==> src/rtl/bus_io_bridge.sv <==
// Host-side byte FIFOs bridged to a processor 4-phase handshake port.
// TX carries host bytes to the processor; RX carries processor bytes to the host.
module bus_io_bridge #(
  parameter int unsigned DEPTH  = 4,
  parameter bit          IRQ_EN = 1'b1
) (
  input  logic       g_clk,
  input  logic       g_clr,
  input  logic [7:0] host_wr_data,
  input  logic       host_wr_en,
  output logic       host_full,
  output logic [7:0] host_rd_data,
  input  logic       host_rd_en,
  output logic       host_empty,
  output logic       host_err,
  output logic [7:0] proc_bus_in,
  output logic       proc_hs_in,
  input  logic [7:0] proc_bus_out,
  input  logic       proc_hs_out,
  input  logic       proc_dir,
  output logic       proc_irq
);

  localparam int unsigned AW = (DEPTH > 1) ? $clog2(DEPTH) : 1;
  localparam int unsigned CW = AW + 1;
  localparam logic [CW-1:0] FULL_CNT = CW'(DEPTH);

  typedef enum logic {
    IDLE,
    ACK
  } state_t;

  state_t state_q;
  state_t state_d;

  logic [7:0]    tx_mem [DEPTH];
  logic [AW-1:0] tx_wp;
  logic [AW-1:0] tx_rp;
  logic [CW-1:0] tx_cnt;

  logic [7:0]    rx_mem [DEPTH];
  logic [AW-1:0] rx_wp;
  logic [AW-1:0] rx_rp;
  logic [CW-1:0] rx_cnt;

  logic tx_full;
  logic tx_empty;
  logic rx_full;
  logic rx_empty;

  logic tx_push;
  logic tx_pop;
  logic rx_push;
  logic rx_pop;
  logic bad_push;
  logic bad_pop;

  logic [7:0] bus_in_q;
  logic       hs_in_q;
  logic       irq_q;
  logic       err_q;

  assign tx_full  = (tx_cnt == FULL_CNT);
  assign tx_empty = (tx_cnt == '0);
  assign rx_full  = (rx_cnt == FULL_CNT);
  assign rx_empty = (rx_cnt == '0);

  // Handshake next-state and FIFO side effects of an accepted request
  always_comb begin
    state_d = state_q;
    tx_pop  = 1'b0;
    rx_push = 1'b0;
    unique case (state_q)
      IDLE: begin
        if (proc_hs_out && !g_clr) begin
          if (proc_dir) begin
            if (!rx_full) begin
              rx_push = 1'b1;
              state_d = ACK;
            end
          end else begin
            if (!tx_empty) begin
              tx_pop  = 1'b1;
              state_d = ACK;
            end
          end
        end
      end
      ACK: begin
        if (!proc_hs_out) begin
          state_d = IDLE;
        end
      end
      default: state_d = IDLE;
    endcase
  end

  // Host strobe qualification; a push into a full TX is legal
  // only when the bridge frees a slot on the same edge
  always_comb begin
    tx_push  = 1'b0;
    rx_pop   = 1'b0;
    bad_push = 1'b0;
    bad_pop  = 1'b0;
    if (!g_clr) begin
      tx_push  = host_wr_en && (!tx_full || tx_pop);
      bad_push = host_wr_en && tx_full && !tx_pop;
      rx_pop   = host_rd_en && !rx_empty;
      bad_pop  = host_rd_en && rx_empty;
    end
  end

  // Handshake state register
  always_ff @(posedge g_clk) begin
    if (g_clr) begin
      state_q <= IDLE;
    end else begin
      state_q <= state_d;
    end
  end

  // TX pointers and occupancy
  always_ff @(posedge g_clk) begin
    if (g_clr) begin
      tx_wp  <= '0;
      tx_rp  <= '0;
      tx_cnt <= '0;
    end else begin
      if (tx_push) begin
        tx_wp <= tx_wp + AW'(1);
      end
      if (tx_pop) begin
        tx_rp <= tx_rp + AW'(1);
      end
      if (tx_push && !tx_pop) begin
        tx_cnt <= tx_cnt + CW'(1);
      end else if (!tx_push && tx_pop) begin
        tx_cnt <= tx_cnt - CW'(1);
      end
    end
  end

  // TX storage
  always_ff @(posedge g_clk) begin
    if (tx_push) begin
      tx_mem[tx_wp] <= host_wr_data;
    end
  end

  // RX pointers and occupancy
  always_ff @(posedge g_clk) begin
    if (g_clr) begin
      rx_wp  <= '0;
      rx_rp  <= '0;
      rx_cnt <= '0;
    end else begin
      if (rx_push) begin
        rx_wp <= rx_wp + AW'(1);
      end
      if (rx_pop) begin
        rx_rp <= rx_rp + AW'(1);
      end
      if (rx_push && !rx_pop) begin
        rx_cnt <= rx_cnt + CW'(1);
      end else if (!rx_push && rx_pop) begin
        rx_cnt <= rx_cnt - CW'(1);
      end
    end
  end

  // RX storage
  always_ff @(posedge g_clk) begin
    if (rx_push) begin
      rx_mem[rx_wp] <= proc_bus_out;
    end
  end

  // Registered processor-side outputs and sticky misuse flag
  always_ff @(posedge g_clk) begin
    if (g_clr) begin
      bus_in_q <= 8'h00;
      hs_in_q  <= 1'b0;
      irq_q    <= 1'b0;
      err_q    <= 1'b0;
    end else begin
      if (tx_pop) begin
        bus_in_q <= tx_mem[tx_rp];
      end
      hs_in_q <= (state_d == ACK);
      irq_q   <= IRQ_EN && !tx_empty;
      if (bad_push || bad_pop) begin
        err_q <= 1'b1;
      end
    end
  end

  assign host_full    = tx_full;
  assign host_empty   = rx_empty;
  assign host_rd_data = rx_empty ? 8'h00 : rx_mem[rx_rp];
  assign host_err     = err_q;
  assign proc_bus_in  = bus_in_q;
  assign proc_hs_in   = hs_in_q;
  assign proc_irq     = irq_q;

endmodule
==> config.mk <==
export PLATFORM = sky130hd
export DESIGN_NAME = bus_io_bridge
export DESIGN_NICKNAME = d
export VERILOG_FILES = /design/src/rtl/bus_io_bridge.sv
export SDC_FILE = /design/constraint.sdc
export NUM_CORES = 1
export LEC_CHECK = 0
export CAP_MARGIN = 20
export CORE_MARGIN = 1
export CORE_UTILIZATION = 50
export DETAILED_ROUTE_END_ITERATION = 10
export MAX_ROUTING_LAYER = met4
export PLACE_DENSITY = 0.75
export RECOVER_POWER = 25
export SYNTH_ARGS = -nofsm -noshare
export SYNTH_HDL_FRONTEND = slang
export SYNTH_SLANG_ARGS = --single-unit
==> constraint.sdc <==
create_clock -name g_clk -period 2.8 [get_ports g_clk]
set_clock_uncertainty 0.2 [all_clocks]
set_input_delay 0.28 -clock g_clk [delete_from_list [all_inputs] [get_ports g_clk]]
set_output_delay 0.28 -clock g_clk [all_outputs]
set_load 0.01 [all_outputs]
==> results of run 1 <==
tightest hold or removal path, cell delays in order, from the launching register on:
cell	delay (ns)
dfxtp_1	0.32
o21ai_0	0.07
a21oi_1	0.06
registers in the layout, summed over array words and instances, names as in the netlist, named ones only:
name and count:
rx_rp 2, rx_mem 32, tx_cnt 3, rx_cnt 3, rx_wp 2, tx_wp 2, tx_rp 2, tx_mem 32
proc_bus_in 8, proc_hs_in 1, proc_irq 1, host_err 1
report_power, final:
part / switching [µW] / internal (µW) / leakage (µW)
clock network: 463 / 422 / 0.0000975
registers: 52.4 / 1510 / 0.000799
logic: 255 / 305 / 0.000664
final cells by class:
cell class	instances	area (µm²)
flip-flops and latches	91	2460
fillers	525	2460
multi-input cells	131	1170
repair buffers	58	541
clock buffers	10	128
well taps	96	120
clock inverters	6	72.6
inverters	7	26.3
metrics by stage:
step	worst slack, ns	area, µm²
3_5_place_dp	-0.132	4320
6_report	0.221	4520
3_3_place_gp	-0.0780	4320
4_1_cts	0.237	4520
2_1_floorplan	0.148	3700
5_1_grt	0.125	4520
synth_stat cells, types with 3 or more instances:
cell type,number
a21oi_1,16
mux4_2,16
xor2_1,6
clkbuf_1,6
ha_1,10
nor2_1,11
nor2b_1,8
nand3_1,12
nand2_1,4
or3_1,4
edfxtp_1,64
dfxtp_1,27
buf_2,3
inv_1,7
and3_1,4
o21ai_0,13
and2_1,4
mux2i_1,5
kinds of logic (layout without fill, tap and decap cells):
kind of cell,after synthesis,in the layout
DFF,91,91
and+or+nand+nor,58,58
AOI/OAI and AO/OA,33,33
muxes,22,22
buffers and inverters,17,81
adders and majority gates,12,12
xor gates and xnor gates,6,6
how the worst max path moves through the flow:
stage                from   endpoint  slack (ns)  cells past startpoint
4_1_cts             g_clr  tx_cnt[2]        0.24                      9
2_1_floorplan  proc_hs_in  tx_cnt[2]        0.15                      8
5_1_grt        proc_hs_in  tx_cnt[2]        0.13                      8
3_3_place_gp        g_clr  tx_cnt[2]       -0.08                      9
3_5_place_dp        g_clr  tx_cnt[2]       -0.13                      9
6_report            g_clr  tx_cnt[2]        0.22                      9
per-layer routing:
metal,wire (µm),vias to the layer above,GRT usage [%]
li1,-,1030,-
met1,3000,1038,24.6
met2,3040,41,28.8
met3,230,15,3.96
met4,142,0,8.80
met5,0,-,-
==> run summary, run 1 <==
The run finished with clean final reports. Setup-violating endpoint count in the final report: 0. Counting flops with an async set or reset pin after synthesis yields a share of 0%.

The largest total area in the synthesized netlist belongs to edfxtp_1. Sequential cells were found to cover 66.5% of the synthesized design area. Broken down by cell family, the worst path's largest delay share belongs to simple AND/OR/NAND/NOR gates. Startpoint-to-endpoint class of the critical path: in -> reg. The global-route wire length before repair was 10.2 mm. In this design, the stage delay of the slowest critical-path cell is 0.53 ns. The run gives 332 as the total number of nets in the final design. Measured along the x axis, the die boundary spans 88.0 µm. The die covers 0.00775 mm². The synthesized design devotes to its leading area cell type 51.9% of total area. The multiplexer area fraction after synthesis works out to 11.4%. The run gives 0 as the count of yosys warnings during synthesis. Setup repair after global routing left no endpoint under its margin. Counting flops with a built-in enable in the synthesized netlist gives 64.

The startpoint identified for the worst register-to-register timing path is proc_hs_in. Yosys attributes the largest share of cell area to edfxtp_1, dfxtp_1, mux4_2, ha_1, a21oi_1. The final worst-path cycle share came out at 92.1%. In this run the static leakage power is 0.00156 µW. 0 antenna diodes ended up in the layout. Clock-pin slew was measured on the worst setup and hold paths at 0.10 ns. The initial utilization of the core area, before any placement, comes to 53.0%.

The tools report the origin of the worst min-delay path as proc_bus_in[1]. The relative max-transition margin is 58.7%. Source-to-sink clock delay at the later pin of the worst-skew pair: 0.36 ns. The number of different library cells used by synthesis comes to 33. Sink of the worst hold path: proc_bus_in[1].

TritonCTS built the clock tree. 43 I/O pins were placed. Buffers inserted to repair hold after CTS numbered 0. The tightest hold path in the finished design has a slack of 0.291 ns.

The clock passes through at most 2 buffers. The area share of and/or/nand/nor cells after synthesis is 9.43%. Clock tree synthesis found a total of 91 sinks.

The core footprint came out at 0.00698 mm². After detailed routing, the average wire length per cell comes to 16.1 µm. Number of rows in the core area: 30.

For the global placer's final weighted congestion, the log shows 0.756. The min-delay analysis places its worst path in the category reg -> reg. Compound-cell area share of the yosys netlist: 4.94%.

The post-layout minimum cycle time was 2.58 ns; the first-iteration detailed-routing DRC count was 138. Number of levels in the clock H-tree: 3. The worst register-to-register path ends at tx_cnt[2].

Detailed routing inserted a total of 2124 vias. The pin slew with the least headroom to its limit is 0.619 ns. STA classifies the critical path endpoint as a flip-flop. Traced cell by cell, the critical path runs through clkdlybuf4s50_1 -> or4b_4 -> a21oi_1 -> ha_1 -> inv_1 -> fa_1 -> xor2_1 -> or3_1 -> a21oi_1.

For the maximum clock frequency, the log shows 388 MHz. The tools report the number of global-route vias before repair as 2191. For this run, design rule violations remaining after detail routing come to 0.

The buffers plus inverters on the worst setup path is 2, and the area overhead of the layout relative to synthesis is 22.1%. The logs give 3000 µW for the total power consumption of the routed design and 0 for the setup fix buffers added after clock tree synthesis. Max-slew violation total from the final report: 0. The worst-case IR drop observed on VDD is 413 µV.

Once detailed placement completed, the half-perimeter wirelength came to 4.43 mm. In the synthesized netlist, the number of instances is 239. The net count after synthesis was 273; the cell depth of the worst flop-to-flop path was 8. Max-cap violations in this run came to 0. Among all stages on the critical path, the largest delay is contributed by or4b_4.

At the worst endpoint, the arrival time is 2.68 ns. The cell type with the highest occurrence count on the critical path is a21oi_1. The finished layout holds 399 standard cells, fillers aside.

The fraction of final layout cells with drive strength greater than 1 was 17.5%; the setup TNS after final layout was 0 ns. The library cell used most frequently in the layout, excluding fill and tap cells, is edfxtp_1. Largest fanout on the critical path: 2.

Leaving out fill and tap cells, the most frequent cells in the layout are edfxtp_1, clkdlybuf4s50_1, dfxtp_1. The total of cells resized after clock tree synthesis is 0, and the share of synthesized cell area in full adder, half adder and majority cells is 4.46%. The tools report the total count of hold-check failures in the final report as 0. The total congestion overflow after global routing is 0, and the total of buffers placed on input and output ports is 42.

STA classifies the critical path startpoint as an input port. By area, the combinational part of the netlist is dominated by multiplexers. After detailed routing, the total wire length is 6.41 mm.

The mean area per synthesized cell was 15.5 µm²; the via density per instance was 5.32. The pre-antenna-repair detailed-routing pass consisted of 4 iterations. The logs give 0.24 ns for the internal reg-to-reg setup slack and 0 for the remaining antenna violation count. Y dimension of the die: 88.0 µm. In the synthesized netlist the dominant register cell turns out to be edfxtp_1. Counting the buffers created by CTS gives 9. For this run, the share of the core covered by cells in the final layout is 64.7%. Summing the areas of all xor and xnor instances in the mapped netlist gives 1.42% of the synthesized area.

Counting instances, the worst hold path has a depth of 2. Once placement completed, the tool counted placed cells totaling 383. The summed instance area of the synthesized netlist is 0.00370 mm², and the data required time at the worst endpoint is 2.90 ns.

The number of antenna violations at the first check in global routing is 0. Global routing used 18.9% of the available tracks. Entering global routing, the biggest net connects 30 pins.

In this run the clock root is driven by a clkbuf_8. The number of storage elements in the synthesis netlist is 91. For this design the ratio of total power to cell area is 664 mW/mm².
(Power assumes the default switching activity.)
==> run 2, diff against run 1 <==
Settings changed: CORE_MARGIN 1 to unset, PLACE_DENSITY 0.75 to 0.72.
Clock period 2.8 ns to 2.85 ns, I/O delays scaled along.
==> run summary, run 2 (same netlist as run 1, synthesis figures left out) <==
Setup repair after global routing left no endpoint under its margin. Cell depth of the worst flop-to-flop path: 8 (unchanged). The tools report the post-layout instance area as 0.00453 mm² (+0.17%).

The clock input transition at the sequential cells of the worst setup and hold paths came out at 0.09 ns (about the same). The tools report the data required time at the worst endpoint as 2.93 ns (+0.03 ns). The tools report the post-cts hold buffer count as 0 (unchanged).

The run gives 397 (-0.50%) as the final standard cell count with taps included and fillers excluded. The via density per instance works out to 5.32 (about the same). The internal power contribution is 2270 µW (+1.9%).

The end of the worst register-to-register path is tx_cnt[2]. The logs give 0 (unchanged) for the setup fix buffers added after clock tree synthesis and 19.9% (+0.95 points) for the total track usage. Power dissipated by switching net loads: 767 µW (-0.52%).

The source-to-sink clock delay at the later pin of the worst-skew pair is 0.35 ns (about the same). For the number of max-cap violations, the log shows 0 (unchanged). In the finished design, the share of the clock period the worst path needs comes to 92.2%. The tools report the global-route wire length before repair as 10.6 mm (+3.3%).

The total of buffers placed on input and output ports was 42 (unchanged); the total count of hold-check failures in the final report was 0 (unchanged). The tools report the area occupied by multi-input gates as 0.00117 mm² (unchanged). The startpoint identified for the worst hold timing path is tx_wp[1]. The type of element capturing the critical path is a flip-flop. The root buffer cell chosen for the clock tree is clkbuf_8. The remaining antenna violation count was 0 (unchanged); the power density over the cells was 672 mW/mm² (+1.1%). The starting density of the core was 53.0% (unchanged); the total die area was 0.00775 mm² (unchanged).

The total congestion overflow after global routing is 0 (unchanged), and the portion of total power attributed to sequential cells is 50.4% (-1.5 points). Post-DP HPWL: 4.53 mm (+2.3%). The minimum setup slack after placement is -0.111 ns (+0.0211 ns), and the post-layout minimum cycle time is 2.63 ns. The startpoint-to-endpoint class of the critical path was in -> reg.

For the deepest clock path buffer count, the log shows 2 (unchanged). The number of levels in the clock H-tree was 3 (unchanged); the setup-violating endpoint count in the final report was 0 (unchanged). The part of the total power dissipated in the clock network was 31.8% (+2.3 points). The worst setup slack after layout is 0.223 ns (+0.00202 ns), and the max-slew violation total from the final report is 0 (unchanged).

The classification of the worst-slack hold path is reg -> reg. The logs give 0.00157 µW (+0.34%) for the static leakage and 0 (unchanged) for the number of antenna violations at the first check in global routing. The logs give 4 (unchanged) for the first-pass iteration count of the detailed router and 0.744 (-1.5%) for the global placer's final weighted congestion. The number of cells after detailed placement is 381 (-0.52%). The count of pins on the block boundary was 43 (unchanged); the relative max-transition margin was 57.6% (-1.1 points). TritonCTS built the clock tree. The flow ran to the end, and the final reports show no timing, DRC or antenna violations. The width of the chip is 88.0 µm (unchanged). The tools report the total power consumption of the routed design as 3040 µW (+1.3%). The total vias in the final route came out at 2113 (-0.52%). The switching power as a share of total power was 25.2% (-0.46 points); the total of cells resized after clock tree synthesis was 0 (unchanged). The number of rows in the core area is 30 (unchanged), and the arrival time of the worst setup path is 2.71 ns (+0.03 ns).

The tools report the total wirelength of the detailed-routed design as 6.66 mm (+4.0%). The first-iteration detailed-routing DRC count came out at 156 (+13%). The run gives 0.00698 mm² (unchanged) as the core footprint. Clock buffer count from CTS: 9 (unchanged). Sink of the worst hold path: tx_wp[1]. For the part of the power in combinational logic, the log shows 17.8% (-0.8 points). The number of global-route vias before repair was 2053 (-6.3%); the internal reg-to-reg setup slack was 0.25 ns (about the same).

The worst-case vdd ir drop was 296 µV (-28%). Most common cell after layout, fill and taps aside: edfxtp_1. The run gives 0.304 ns (+0.0125 ns) as the tightest hold margin.

The area overhead of the layout relative to synthesis was 22.3%; the diode insertion count for antenna repair was 0 (unchanged). Fraction of final layout cells with drive strength greater than 1: 16.9% (-0.55 points). The worst register-to-register path begins at proc_hs_in.

Static timing analysis puts the maximum clock frequency at 381 MHz. The worst hold path cell count is 2 (unchanged), and the area used by sequential logic in the layout is 0.00246 mm² (unchanged). The largest fanout on the critical path works out to 2 (unchanged).

For the DRC violations left, the log shows 0 (unchanged). The tools report the cell area after placement as 0.00431 mm² (-0.35%). Number of sinks driven by the clock tree: 91 (unchanged). The tools report the total number of nets in the final design as 330 (-0.60%). Y dimension of the die: 88.0 µm (unchanged).

The largest net degree at the start of global routing was 30 (unchanged). For the count of fill cells added during filler insertion, the log shows 535 (+1.9%). The worst setup path is launched from an input port. The routed wirelength normalized by instance count was 16.8 µm (+4.6%). Pin slew with the least headroom to its limit: 0.635 ns (+0.0166 ns). The library cells used most frequently in the layout, excluding fill and tap cells, are edfxtp_1, clkdlybuf4s50_1, dfxtp_1.
## run 2: cell types whose count changed in the layout (fill, tap and decap cells not counted), sizes merged
| cell | delta |
|---|---|
| buf | -2 |
| bufinv | +1 |
| clkdlybuf4s50 | -2 |
| clkinv | -1 |
| clkinvlp | -1 |
| dlygate4sd3 | +2 |
| inv | +1 |
## run 2: worst max-delay path, cell delays in order
cell             delay (ns)
clkdlybuf4s50_1        0.42
or4b_4                 0.52
a21oi_1                0.21
ha_1                   0.21
inv_1                  0.06
fa_1                   0.37
xor2_1                 0.17
or3_1                  0.31
a21oi_1                0.15
## run 2: metal layers
| layer | GRT usage [%] | routed length (µm) |
|---|---|---|
| met1 | 27.8 | 3260 |
| met2 | 28.8 | 3090 |
| met3 | 5.18 | 245 |
| met4 | 6.16 | 65 |
| met5 | - | 0 |
## run 2: cell type report
cell class	count	area share (%)
Clock inverter	6	2.10
Tap cell	96	2.65
Inverter	7	0.580
Clock buffer	10	2.82
Timing Repair Buffer	56	11.6
Sequential cell	91	54.4
Multi-Input combinational cell	131	25.9
## run 2: power groups by stage
| stage | combinational [µW] | clock (µW) | sequential, µW |
|---|---|---|---|
| detailed placement | 548 | 0 | 1560 |
| global route | 593 | 1030 | 1540 |
| global placement | 536 | 0 | 1560 |
| floorplan | 304 | 0 | 1550 |
| CTS | 551 | 981 | 1530 |
| finish | 542 | 967 | 1530 |
## run 2: how the worst max path moves through the flow
stage | endpoint | slack [ns] | startpoint
after global placement | tx_cnt[2] | -0.05 | g_clr
after floorplan | tx_cnt[2] | 0.20 | proc_hs_in
after global routing | tx_cnt[2] | 0.13 | proc_hs_out
after detailed placement | tx_cnt[2] | -0.11 | g_clr
final | tx_cnt[2] | 0.22 | g_clr
after CTS | tx_cnt[2] | 0.27 | g_clr
## run 2: metrics by stage
| step | util (%) | setup TNS [ns] |
|---|---|---|
| after floorplan | - | 0 |
| after global placement | 61.7 | -0.0452 |
| after detailed placement | 61.7 | -0.111 |
| after CTS | 64.9 | 0 |
| after global routing | 64.9 | 0 |
| final | 64.9 | 0 |
==> run 3, diff against run 2 <==
Settings changed: CORE_MARGIN set to 3.
==> run summary, run 3 (same netlist as run 1, synthesis figures left out) <==
The peak per-stage delay on the critical path is 0.47 ns (-0.05 ns). For the largest net degree at the start of global routing, the log shows 30 (unchanged). The total number of nets in the final design was 329 (-0.30%). In this design, the critical path's most frequently occurring cell is a21oi_1.

The run gives 4 (unchanged) as the first-pass iteration count of the detailed router. The fraction of final layout cells with drive strength greater than 1 works out to 17.0% (+0.056 points). The slowest stage of the critical path belongs to the cell clkdlybuf4s50_1. From synthesis to final layout, the design area changed by 21.5%. The y dimension of the die was 92.0 µm (+4.5%); the DRC violations left was 0 (unchanged).

The number of max-cap violations came out at 0 (unchanged). Leaving out fill and tap cells, the most frequent cells in the layout are edfxtp_1, clkdlybuf4s50_1, dfxtp_1. The worst-case vdd ir drop came out at 302 µV (+2.1%).

The cell area after placement was 0.00430 mm² (-0.17%); the routed wirelength normalized by instance count was 16.1 µm (-4.0%). The post-layout utilization of the core was 64.4% (-0.43 points); the area occupied by multi-input gates was 0.00117 mm² (unchanged). The type of element capturing the critical path was a flip-flop. The core footprint came out at 0.00698 mm² (unchanged). Clock tree synthesis selected as its root buffer the cell clkbuf_8.

The total die area was 0.00847 mm² (+9.3%). The via density per instance is 5.33 (about the same), and the starting density of the core is 53.0% (unchanged). The first-iteration detailed-routing DRC count is 125 (-20%). TritonCTS built the clock tree.

The logs give 2207 (+7.5%) for the number of global-route vias before repair and 4.57 mm (+0.79%) for the post-DP HPWL. The final worst-path cycle share is 90.9% (-1.3 points), and the number of sinks driven by the clock tree is 91 (unchanged). The post-layout minimum cycle time is 2.59 ns (-0.0360 ns). The logs give 17.6% (-2.3 points) for the total track usage and 386 MHz (+1.4%) for the maximum clock frequency.

The total of buffers placed on input and output ports was 42 (unchanged). The run finished with clean final reports. The logs give 0.00154 µW (-1.4%) for the static leakage and 0.36 ns (about the same) for the source-to-sink clock delay at the later pin of the worst-skew pair. The run gives 2.94 ns (about the same) as the data required time at the worst endpoint. The run gives 0 (unchanged) as the remaining antenna violation count.

The post-layout instance area is 0.00450 mm² (-0.66%). The run gives 3 (unchanged) as the number of levels in the clock H-tree. The arrival time of the worst setup path is 2.68 ns (-0.03 ns), and the diode insertion count for antenna repair is 0 (unchanged).

The area used by sequential logic in the layout is 0.00246 mm² (unchanged), and the max-slew violation total from the final report is 0 (unchanged). For the setup-violating endpoint count in the final report, the log shows 0 (unchanged). The global placer's final weighted congestion was 0.715 (-3.9%).

The total count of hold-check failures in the final report was 0 (unchanged). In this run the worst hold path is classified as reg -> reg. The signal on the critical path passes through clkdlybuf4s50_1 -> or4b_4 -> a21oi_1 -> ha_1 -> inv_1 -> fa_1 -> xor2_1 -> or3_1 -> a21oi_1. The sort of element at the start of the critical path was an input port.

The tools report the total congestion overflow after global routing as 0 (unchanged). The largest fanout on the critical path works out to 2 (unchanged). Total vias in the final route: 2109 (-0.19%). The critical path in this run is classified as in -> reg. The deepest clock path buffer count is 2 (unchanged). The power density over the cells was 648 mW/mm² (-3.5%); the relative max-transition margin was 56.9% (-0.65 points). Width of the chip: 92.0 µm (+4.5%). The logs give 528 (-1.3%) for the count of fill cells added during filler insertion and 43 (unchanged) for the count of pins on the block boundary. Setup fix buffers added after clock tree synthesis: 0 (unchanged). The total of cells resized after clock tree synthesis is 0 (unchanged).

The post-cts hold buffer count was 0 (unchanged). The global-route wire length before repair was 11.0 mm (+3.9%); the total wirelength of the detailed-routed design was 6.38 mm (-4.3%). The clock input transition at the sequential cells of the worst setup and hold paths was 0.08 ns (about the same).

The tools report the total power consumption of the routed design as 2920 µW (-4.1%). Setup repair after global routing left no endpoint under its margin. The library cell used most frequently in the layout, excluding fill and tap cells, is edfxtp_1.

The number of rows in the core area is 30 (unchanged), and the number of antenna violations at the first check in global routing is 0 (unchanged). The pin slew with the least headroom to its limit is 0.645 ns (+0.00979 ns). The clock buffer count from CTS was 9 (unchanged).
[run 3: changes by cell type in the layout (fill, tap and decap cells not counted), sizes merged]
cell | before | now
clkinv | 1 | 3
clkinvlp | 0 | 2
inv | 10 | 8
buf | 14 | 13
bufinv | 2 | 1
clkbuf | 10 | 9
clkdlybuf4s50 | 29 | 30
dlygate4sd3 | 13 | 12
[run 3: worst max-delay path, delay by kind of cell]
kind,cells,cell delay (ns)
buffers and inverters,2,0.53
adder cells (fa/ha/maj),2,0.58
AO/OA/AOI/OAI,2,0.34
AND/OR/NAND/NOR,2,0.77
XOR/XNOR,1,0.17
[run 3: power breakdown]
part           internal [µW]  switching [µW]
logic                    283             248
registers               1480            53.0
clock network            409             445
total                   2170             745
[run 3: worst paths after layout]
check	start	to	slack, ns	cells past startpoint
max	proc_hs_out	tx_cnt[2]	0.26	9
max reg2reg	proc_hs_in	tx_cnt[2]	0.27	8
min reg2reg	proc_bus_in[0]	proc_bus_in[0]	0.30	2
min	proc_bus_in[0]	proc_bus_in[0]	0.30	2
[run 3: layout make-up]
| class | count | share of cell area (%) |
|---|---|---|
| Clock buffer | 9 | 2.75 |
| Clock inverter | 7 | 1.70 |
| Inverter | 7 | 0.584 |
| Multi-Input combinational cell | 131 | 26.0 |
| Sequential cell | 91 | 54.7 |
| Tap cell | 96 | 2.67 |
| Timing Repair Buffer | 55 | 11.5 |
[run 3: per-layer routing]
layer | vias up | wire [µm] | GRT usage, %
met5 | - | 0 | -
met4 | 0 | 102 | 6.31
met3 | 7 | 331 | 5.09
met2 | 53 | 2980 | 27.4
met1 | 1031 | 2970 | 22.1
li1 | 1018 | - | -
[run 3: stage by stage]
stage / TNS, ns / worst slack (ns) / hold WS, ns / instances
after CTS: 0 / 0.278 / 0.303 / 396
after global routing: 0 / 0.0981 / 0.331 / 396
final: 0 / 0.259 / 0.300 / 396
after floorplan: 0 / 0.198 / 0.184 / 239
after detailed placement: -0.102 / -0.102 / 0.269 / 380
after global placement: -0.0454 / -0.0454 / 0.282 / 380
